[config.mk]
export PLATFORM = sky130hd
export DESIGN_NAME = uart_tx_fifo
export DESIGN_NICKNAME = d
export VERILOG_FILES = /design/src/rtl/uart_pkg.sv /design/src/rtl/uart_fifo_mem.sv /design/src/rtl/uart_tx_fifo.sv
export SDC_FILE = /design/constraint.sdc
export NUM_CORES = 1
export LEC_CHECK = 0
export CAP_MARGIN = 20
export CORE_ASPECT_RATIO = 0.8
export CORE_MARGIN = 3
export CORE_UTILIZATION = 42
export DETAILED_ROUTE_END_ITERATION = 12
export PLACE_DENSITY_LB_ADDON = 0.05
export RECOVER_POWER = 100
export SLEW_MARGIN = 20
export SYNTH_ARGS = -nofsm -noshare
export SYNTH_HDL_FRONTEND = slang
export SYNTH_HIERARCHICAL = 1
export SYNTH_SLANG_ARGS = --single-unit
[constraint.sdc]
create_clock -name clock -period 3.25 [get_ports clock]
set_input_delay 0.65 -clock clock [delete_from_list [all_inputs] [get_ports clock]]
set_output_delay 0.65 -clock clock [all_outputs]
set_load 0.1 [all_outputs]
[src/rtl/uart_pkg.sv]
// uart_pkg
// Shared definitions for the UART transmit path: byte width, the default
// FIFO depth and the launch-sequencer state encoding.
package uart_pkg;

  localparam int UART_DATA_W       = 8;
  localparam int TXF_DEFAULT_DEPTH = 16;

  typedef enum logic [1:0] {
    IDLE   = 2'd0,
    LAUNCH = 2'd1,
    WAIT   = 2'd2
  } txf_state_t;

endpackage

[src/rtl/uart_fifo_mem.sv]
// uart_fifo_mem
// Byte storage for the transmit FIFO: DEPTH entries of UART_DATA_W bits,
// synchronous write and combinational (asynchronous) read.
// Ports:
//   clock      - write clock
//   writeEn    - store writeData at writeAddr on the rising edge
//   writeAddr  - write pointer
//   writeData  - byte to store
//   readAddr   - read pointer
//   readData   - byte currently at readAddr
module uart_fifo_mem
  import uart_pkg::*;
#(
  parameter int DEPTH  = TXF_DEFAULT_DEPTH,
  parameter int ADDR_W = 4
) (
  input  logic                   clock,
  input  logic                   writeEn,
  input  logic [ADDR_W-1:0]      writeAddr,
  input  logic [UART_DATA_W-1:0] writeData,
  input  logic [ADDR_W-1:0]      readAddr,
  output logic [UART_DATA_W-1:0] readData
);

  logic [UART_DATA_W-1:0] mem [DEPTH];

  // Storage carries no reset; contents are meaningless until written.
  always_ff @(posedge clock) begin
    if (writeEn) begin
      mem[writeAddr] <= writeData;
    end
  end

  assign readData = mem[readAddr];

endmodule

[src/rtl/uart_tx_fifo.sv]
// uart_tx_fifo
// Circular byte FIFO plus launch sequencer in front of a UART transmitter.
// Bytes are accepted at up to one per clock and handed to the transmitter one
// frame at a time: a one-cycle tx_start pulse with tx_data, then a wait for the
// rising edge of tx_done before the next byte is launched.
// Ports:
//   clock     - single clock, rising edge
//   reset     - asynchronous, active-low reset
//   wr_data   - byte to enqueue
//   wr_en     - enqueue strobe
//   full      - count == DEPTH
//   empty     - count == 0
//   count     - stored bytes, not including the byte in flight
//   overflow  - sticky, set by a write attempted while full
//   tx_data   - byte presented to the transmitter
//   tx_start  - one-cycle launch pulse
//   tx_done   - transmitter frame-complete, rising edge used
//   busy      - a frame has been launched and is not yet complete
module uart_tx_fifo
  import uart_pkg::*;
#(
  parameter int DEPTH  = TXF_DEFAULT_DEPTH,
  parameter int ADDR_W = 4
) (
  input  logic                   clock,
  input  logic                   reset,
  input  logic [UART_DATA_W-1:0] wr_data,
  input  logic                   wr_en,
  output logic                   full,
  output logic                   empty,
  output logic [ADDR_W:0]        count,
  output logic                   overflow,
  output logic [UART_DATA_W-1:0] tx_data,
  output logic                   tx_start,
  input  logic                   tx_done,
  output logic                   busy
);

  localparam logic [ADDR_W:0] FullCount = (ADDR_W + 1)'(DEPTH);

  txf_state_t state;
  txf_state_t nextState;

  logic [ADDR_W-1:0]      wrPtr;
  logic [ADDR_W-1:0]      rdPtr;
  logic [ADDR_W:0]        countNext;
  logic [UART_DATA_W-1:0] readData;
  logic                   txDoneQ;
  logic                   doWrite;
  logic                   doPop;
  logic                   doneRise;

  // full is the registered flag, so a write in the same cycle as a pop out of
  // a full FIFO is still refused.
  assign doWrite  = wr_en && !full;
  assign doneRise = tx_done && !txDoneQ;

  uart_fifo_mem #(
    .DEPTH  (DEPTH),
    .ADDR_W (ADDR_W)
  ) fifoMem (
    .clock     (clock),
    .writeEn   (doWrite),
    .writeAddr (wrPtr),
    .writeData (wr_data),
    .readAddr  (rdPtr),
    .readData  (readData)
  );

  // State register.
  always_ff @(posedge clock or negedge reset) begin
    if (!reset) begin
      state <= IDLE;
    end else begin
      state <= nextState;
    end
  end

  // Next-state logic. The byte is popped on the edge that enters LAUNCH, so
  // tx_data is already valid during the cycle tx_start is high. Edges of
  // tx_done seen outside WAIT are ignored.
  always_comb begin
    nextState = state;
    doPop     = 1'b0;
    unique case (state)
      IDLE: begin
        if (!empty) begin
          nextState = LAUNCH;
          doPop     = 1'b1;
        end
      end
      LAUNCH: nextState = WAIT;
      WAIT: begin
        if (doneRise) begin
          nextState = IDLE;
        end
      end
      default: nextState = IDLE;
    endcase
  end

  // Occupancy after this edge; a simultaneous write and pop cancel out.
  always_comb begin
    countNext = count;
    unique case ({doWrite, doPop})
      2'b10:   countNext = count + 1'b1;
      2'b01:   countNext = count - 1'b1;
      default: countNext = count;
    endcase
  end

  // Pointers, count, flags and transmitter outputs, all registered.
  always_ff @(posedge clock or negedge reset) begin
    if (!reset) begin
      wrPtr    <= '0;
      rdPtr    <= '0;
      count    <= '0;
      full     <= 1'b0;
      empty    <= 1'b1;
      overflow <= 1'b0;
      tx_data  <= '0;
      tx_start <= 1'b0;
      busy     <= 1'b0;
      txDoneQ  <= 1'b0;
    end else begin
      txDoneQ  <= tx_done;
      count    <= countNext;
      full     <= (countNext == FullCount);
      empty    <= (countNext == '0);
      tx_start <= doPop;
      busy     <= (nextState != IDLE);
      if (doWrite) begin
        wrPtr <= wrPtr + 1'b1;
      end
      if (doPop) begin
        rdPtr   <= rdPtr + 1'b1;
        tx_data <= readData;
      end
      if (wr_en && full) begin
        overflow <= 1'b1;
      end
    end
  end

endmodule

==> results of run 1 <==
[worst reg2reg max path: cells and delay by family (launching register included)]
family / cells / cell delay [ps]
AOI/OAI and AO/OA: 2 / 410
xor gates and xnor gates: 2 / 290
adders and majority gates: 1 / 230
buffers and inverters: 1 / 140
DFF: 1 / 390
and+or+nand+nor: 4 / 1220
[area by class of cell]
| type | instances | area share, % |
|---|---|---|
| inverters | 6 | 0.375 |
| clock buffers | 27 | 8.29 |
| multi-input cells | 166 | 21.2 |
| diodes | 1 | 0.0341 |
| well taps | 184 | 3.14 |
| flip-flops and latches | 157 | 62.3 |
| clock inverters | 5 | 0.751 |
| repair buffers | 52 | 3.82 |
[power by group]
group | internal, mW | switching, mW
Combinational | 0.861 | 1.90
Clock | 1.36 | 0.755
Sequential | 2.55 | 0.261
[final timing paths]
path                                       from                      to  slack, ps  cells after the start
setup / recovery                          wr_en          full$_DFF_PN0_        400                     10
max in group asynchronous                 reset      count[4]$_DFF_PN0_       1160                      2
hold / removal             overflow$_DFFE_PN0P_    overflow$_DFFE_PN0P_        450                      1
min in group asynchronous                 reset  tx_data[2]$_DFFE_PN0P_       1150                      2
hold reg to reg            overflow$_DFFE_PN0P_    overflow$_DFFE_PN0P_        450                      1
setup reg to reg             state[1]$_DFF_PN0_          full$_DFF_PN0_        500                     10
[registers in the layout, summed over array words and instances, names as in the netlist]
name	count
tx_data	8
empty	1
tx_start	1
txDoneQ	1
fifoMem/mem	128
full	1
state	2
wrPtr	4
rdPtr	4
overflow	1
count	5
busy	1
[per-layer routing]
metal	share of wire [%]	global-route usage, %	vias up
li1	-	-	1468
met1	48	24.2	1554
met2	44	23.1	75
met3	5.9	4.54	16
met4	1.5	5.89	0
met5	0	0	-
[per-stage QoR]
step / cells / hold slack, ps / worst slack [ps] / instance area (sq um)
6_report: 598 / 454 / 404 / 7330
5_1_grt: 597 / 464 / 258 / 7330
4_1_cts: 597 / 459 / 564 / 7480
3_5_place_dp: 565 / 446 / 169 / 6820
3_3_place_gp: 565 / 440 / 248 / 6820
2_1_floorplan: 345 / 354 / 354 / 6290
[placed cells by master, fill, tap and decap left out, types with 9 or more instances in the layout]
cell	n
a22oi_1	16
clkbuf_1	36
clkbuf_16	21
dfrtp_1	28
dlygate4sd3_1	11
edfxtp_1	128
mux4_1	14
mux4_2	18
nand2_1	43
nor2_1	15
xnor2_1	9
[kinds of logic (layout without fill, tap and decap cells)]
logic type               after synthesis  in the layout
multiplexers                          33             33
adder cells (fa/ha/maj)                4              4
AND/OR/NAND/NOR                       86             86
AO/OA/AOI/OAI                         31             31
flip-flops                           157            157
buffers and inverters                 22             90
other                                  0              1
XOR/XNOR                              12             12
==> results_dict.tcl, run 1 <==
set metrics [dict create \
    status "finished with violations" \
    cts_repair_resize_count 0 \
    yosys.area_share.simple_pct 6.63 \
    dp_hpwl_um 7980 \
    synth_fa_ha_area_share_pct 0.796 \
    crit_path_max_incr_delay_ps 550 \
    muxShareOfSynthArea_pct 12.5 \
    port_buffers 29 \
    async_flop_share_pct 18.5 \
    vdd_drop_max_mv 0.659 \
    yosys-top-cells-count "edfxtp_1 (128), nand2_1 (42), dfrtp_1 (28), mux4_2 (18), a22oi_1 (16)" \
    cts.path.max_buffers 2 \
    die_area_sq_um 16500 \
    crit_arrival_ps 3180 \
    cts_buffers 17 \
    synth_seq_cells 157 \
    synth.area.top_cells "edfxtp_1 (61%), dfrtp_1 (11%), mux4_2 (6.4%), mux4_1 (5.9%), nand2_1 (2.5%)" \
    crit_chain "dlygate4sd3_1 -> nand2b_1 -> nand2_1 -> xnor2_1 -> ha_1 -> a21oi_1 -> xor2_1 -> or4b_1 -> a31o_1 -> nor3b_1" \
    cellPowerDensity_nw_per_um2 1050 \
    setup_tns_ps 0 \
    startpoint_type "input port" \
    post-cts-setup-buffers 0 \
    placeableCoreArea_sq_um 14400 \
    final_max_slew_viol_count 30 \
    synth_xor_area_share_pct 1.67 \
    root_buffer "clkbuf_16" \
    seq_area_sq_um 4570 \
    clk_transition_reported_paths_ps 60 \
    die_h_um 115 \
    insertion_delay_ps 420 \
    end_kind "flop" \
    grt_pass1_wl_um 18700 \
    period_needed_ps 2850 \
    cts_tree "yes" \
    slew_headroom_pct -6.04 \
    antenna_found_initial 0 \
    synth_edf_count 128 \
    synth.most_common_cell "edfxtp_1" \
    fill_cells 1193 \
    drc 0 \
    critPathTopFamily "simple AND/OR/NAND/NOR gates" \
    hold_path_class "flop to flop" \
    dr.first_iter.drc_count 225 \
    path_class "input port to flop" \
    postRouteAntennaNets 0 \
    yosysTopAreaCell "edfxtp_1" \
    path_max_fanout 7 \
    grt_pass1_vias 3102 \
    start_util_pct 43.5 \
    wl_per_cell_um 21.0 \
    nNetsFinal 416 \
    syn-cell-area_sq_um 6290 \
    grt_use_total_pct 16.2 \
    via_count 3113 \
    drtPass1Iterations 4 \
    gp_congestion 0.825 \
    synth_compound_area_share_pct 3.38 \
    skew_ps 12.1 \
    timing.final.crit_share_pct 87.6 \
    grt_max_degree 30 \
    syn2layout_area_growth_pct 16.6 \
    max_freq_mhz 351 \
    synth_top_family_by_area "multiplexers" \
    power.leakage_nw 2.56 \
    rows 39 \
    synth_flop_cell "edfxtp_1" \
    cpMaxStageDelayCell "dlygate4sd3_1" \
    failed_checks "max-capacitance violations, max-slew violations" \
    gr-total-overflow 0 \
    synth.top_cell.area_share_pct 61.1 \
    rsz0062_at_grt "no" \
    die_w_um 143 \
    crit_buf_inv 1 \
    critical_path_required_ps 3580 \
    final_util_pct 50.8 \
    tightest_slew_ps 1590 \
    ctsHoldBuffers 0 \
    seq_area_frac_synth_pct 72.7 \
    avgViaCountPerCell 5.21 \
    finalSetupViolCount 0 \
    syn-instance-count 345 \
    yosysWarnings 6 \
    maxCapViolCount 1 \
    io_pins 30 \
    multi_input_area_sq_um 1560 \
    ys_types 44 \
    wl_um 12500 \
    power_mw 7.69 \
    htree_levels 4 \
    hold_viol_final 0 \
    syn_nets 361 \
    syn_avg_cell_area_sq_um 18.2 \
    clock-sinks 157 \
    layout-drive-gt1-share_pct 14.3 \
]
No activity file was read; power rests on OpenSTA's default activity.
==> run 2, diff against run 1 <==
--- a/config.mk
+++ b/config.mk
@@ -10,6 +10,7 @@
 export CORE_MARGIN = 3
 export CORE_UTILIZATION = 42
 export DETAILED_ROUTE_END_ITERATION = 12
+export DONT_BUFFER_PORTS = 1
 export PLACE_DENSITY_LB_ADDON = 0.05
 export RECOVER_POWER = 100
 export SLEW_MARGIN = 20
==> constraint.sdc (replaced) <==
create_clock -name clock -period 3.44 [get_ports clock]
set_input_delay 0.688 -clock clock [delete_from_list [all_inputs] [get_ports clock]]
set_output_delay 0.688 -clock clock [all_outputs]
set_load 0.1 [all_outputs]
==> results_dict.tcl, run 2 (synthesized netlist as in run 1, its figures left out) <==
set metrics [dict create \
    die_h_um 115 \
    crit_chain "or3_1 -> clkbuf_1 -> inv_1 -> ha_1 -> a21oi_1 -> xor2_1 -> or4b_1 -> a31o_1 -> nor3_1" \
    placeableCoreArea_sq_um 14400 \
    gp_congestion 0.791 \
    via_count 3061 \
    busiest_layer "met1" \
    tightest_slew_ps 1590 \
    crit_path_max_incr_delay_ps 530 \
    avgViaCountPerCell 5.38 \
    drc 0 \
    cpMaxStageDelayCell "dfstp_2" \
    crit_arrival_ps 3250 \
    cts.path.max_buffers 2 \
    layout-drive-gt1-share_pct 14.5 \
    vdd_drop_max_mv 0.559 \
    critical_path_required_ps 3780 \
    cellPowerDensity_nw_per_um2 984 \
    maxCapViolCount 1 \
    path_class "flop to flop" \
    largest_reg_flops 128 \
    rsz0062_at_grt "no" \
    rows 39 \
    nNetsFinal 388 \
    use_met3_pct 4.50 \
    reg_top3 "fifoMem/mem: 128 flops, tx_data: 8 flops, count: 5 flops" \
    die_area_sq_um 16500 \
    grt_max_degree 36 \
    die_w_um 143 \
    port_buffers 0 \
    grt_pass1_vias 3127 \
    grt_pass1_wl_um 19400 \
    max_freq_mhz 343 \
    clk_transition_reported_paths_ps 60 \
    gr-usage-met1_pct 25.2 \
    failed_checks "max-capacitance violations, max-slew violations" \
    wl_per_cell_um 22.4 \
    final_max_slew_viol_count 29 \
    finalSetupViolCount 0 \
    end_kind "flop" \
    gr-total-overflow 0 \
    dp_hpwl_um 7880 \
    slew_headroom_pct -6.13 \
    power.leakage_nw 2.45 \
    status "finished with violations" \
    skew_ps 8.21 \
    startpoint_type "flop" \
    diodes 0 \
    hold_ws_ps 105 \
    layout_commonest_cell "edfxtp_1" \
    design_area_sq_um 7060 \
    wl_um 12700 \
    root_buffer "clkbuf_16" \
    clock-sinks 157 \
    grtUsageMet2_pct 23.7 \
    fill_cells 1238 \
    syn2layout_area_growth_pct 12.3 \
    htree_levels 4 \
    dpl_cell_area_sq_um 6570 \
    cts_tree "yes" \
    path_max_fanout 14 \
    drtPass1Iterations 4 \
    dp_cells 536 \
    postRouteAntennaNets 0 \
    final_util_pct 48.9 \
    dr.first_iter.drc_count 262 \
    top_register "fifoMem/mem" \
    insertion_delay_ps 420 \
    start_util_pct 43.5 \
    timing.final.crit_share_pct 84.8 \
    layout_common_cells "edfxtp_1 (128), nand2_1 (42), dfrtp_1 (27)" \
    setup_tns_ps 0 \
    hold_viol_final 0 \
    fin_cells 569 \
    hold_path_class "input port to asynchronous set/reset pin" \
    io_pins 30 \
    cts_buffers 17 \
    antenna_found_initial 0 \
    grt_use_total_pct 16.7 \
    period_needed_ps 2920 \
]
[run 2: cell types whose count changed in the layout (fill, tap and decap cells not counted), moves of 2 or more]
cell / delta
clkbuf_1: -11
dlygate4sd3_1: -11
clkbuf_16: -3
clkinv_2: +2
[run 2: per-stage QoR]
step / setup WS [ps] / total power [mW]
3_5_place_dp: 706 / 5.32
4_1_cts: 707 / 7.09
5_1_grt: 291 / 7.31
6_report: 524 / 6.95
2_1_floorplan: 544 / 4.77
3_3_place_gp: 799 / 5.31
[run 2: worst paths after layout]
kind	startpoint	end	slack, ps	cells after the start
setup / recovery	empty$_DFF_PN1_	empty$_DFF_PN1_	520	9
hold / removal	reset	empty$_DFF_PN1_	110	0
setup reg to reg	empty$_DFF_PN1_	empty$_DFF_PN1_	520	9
hold reg to reg	rdPtr[3]$_DFFE_PN0P_	rdPtr[3]$_DFFE_PN0P_	540	1
max in group asynchronous	reset	rdPtr[0]$_DFFE_PN0P_	1740	1
min in group clock	tx_done	txDoneQ$_DFF_PN0_	290	0
[run 2: power breakdown]
part,internal (mW),switching [mW]
Clock,1.06,0.693
Sequential,2.40,0.685
Combinational,0.772,1.34
[run 2: critical path: cells and delay by family, from the launching register on]
kind	cells	cell delay (ps)
AO/OA/AOI/OAI	2	470
XOR/XNOR	1	110
flip-flops	1	530
AND/OR/NAND/NOR	3	800
adder cells (fa/ha/maj)	1	280
buffers and inverters	2	640
[run 2: final cells by class]
cell class	count	area (sq um)	share of cell area (%)
clock buffer	27	534	7.56
clock inverter	5	28.8	0.407
inverter	6	27.5	0.390
multi-input combinational	166	1570	22.2
sequential	157	4570	64.7
tap	184	230	3.26
timing repair buffer	24	101	1.43
[run 2: metal layers]
layer | vias to the layer above | share of wire, %
met5 | - | 0
met4 | 0 | 1.0
met3 | 13 | 4.1
met2 | 50 | 45
met1 | 1592 | 50
li1 | 1406 | -
[run 2: timing repair]
action                                 4_1_cts  5_1_grt
resized for setup                            0        0
buffers inserted                             0        0
endpoints found under the hold margin       28        0
hold buffers                                 1        0
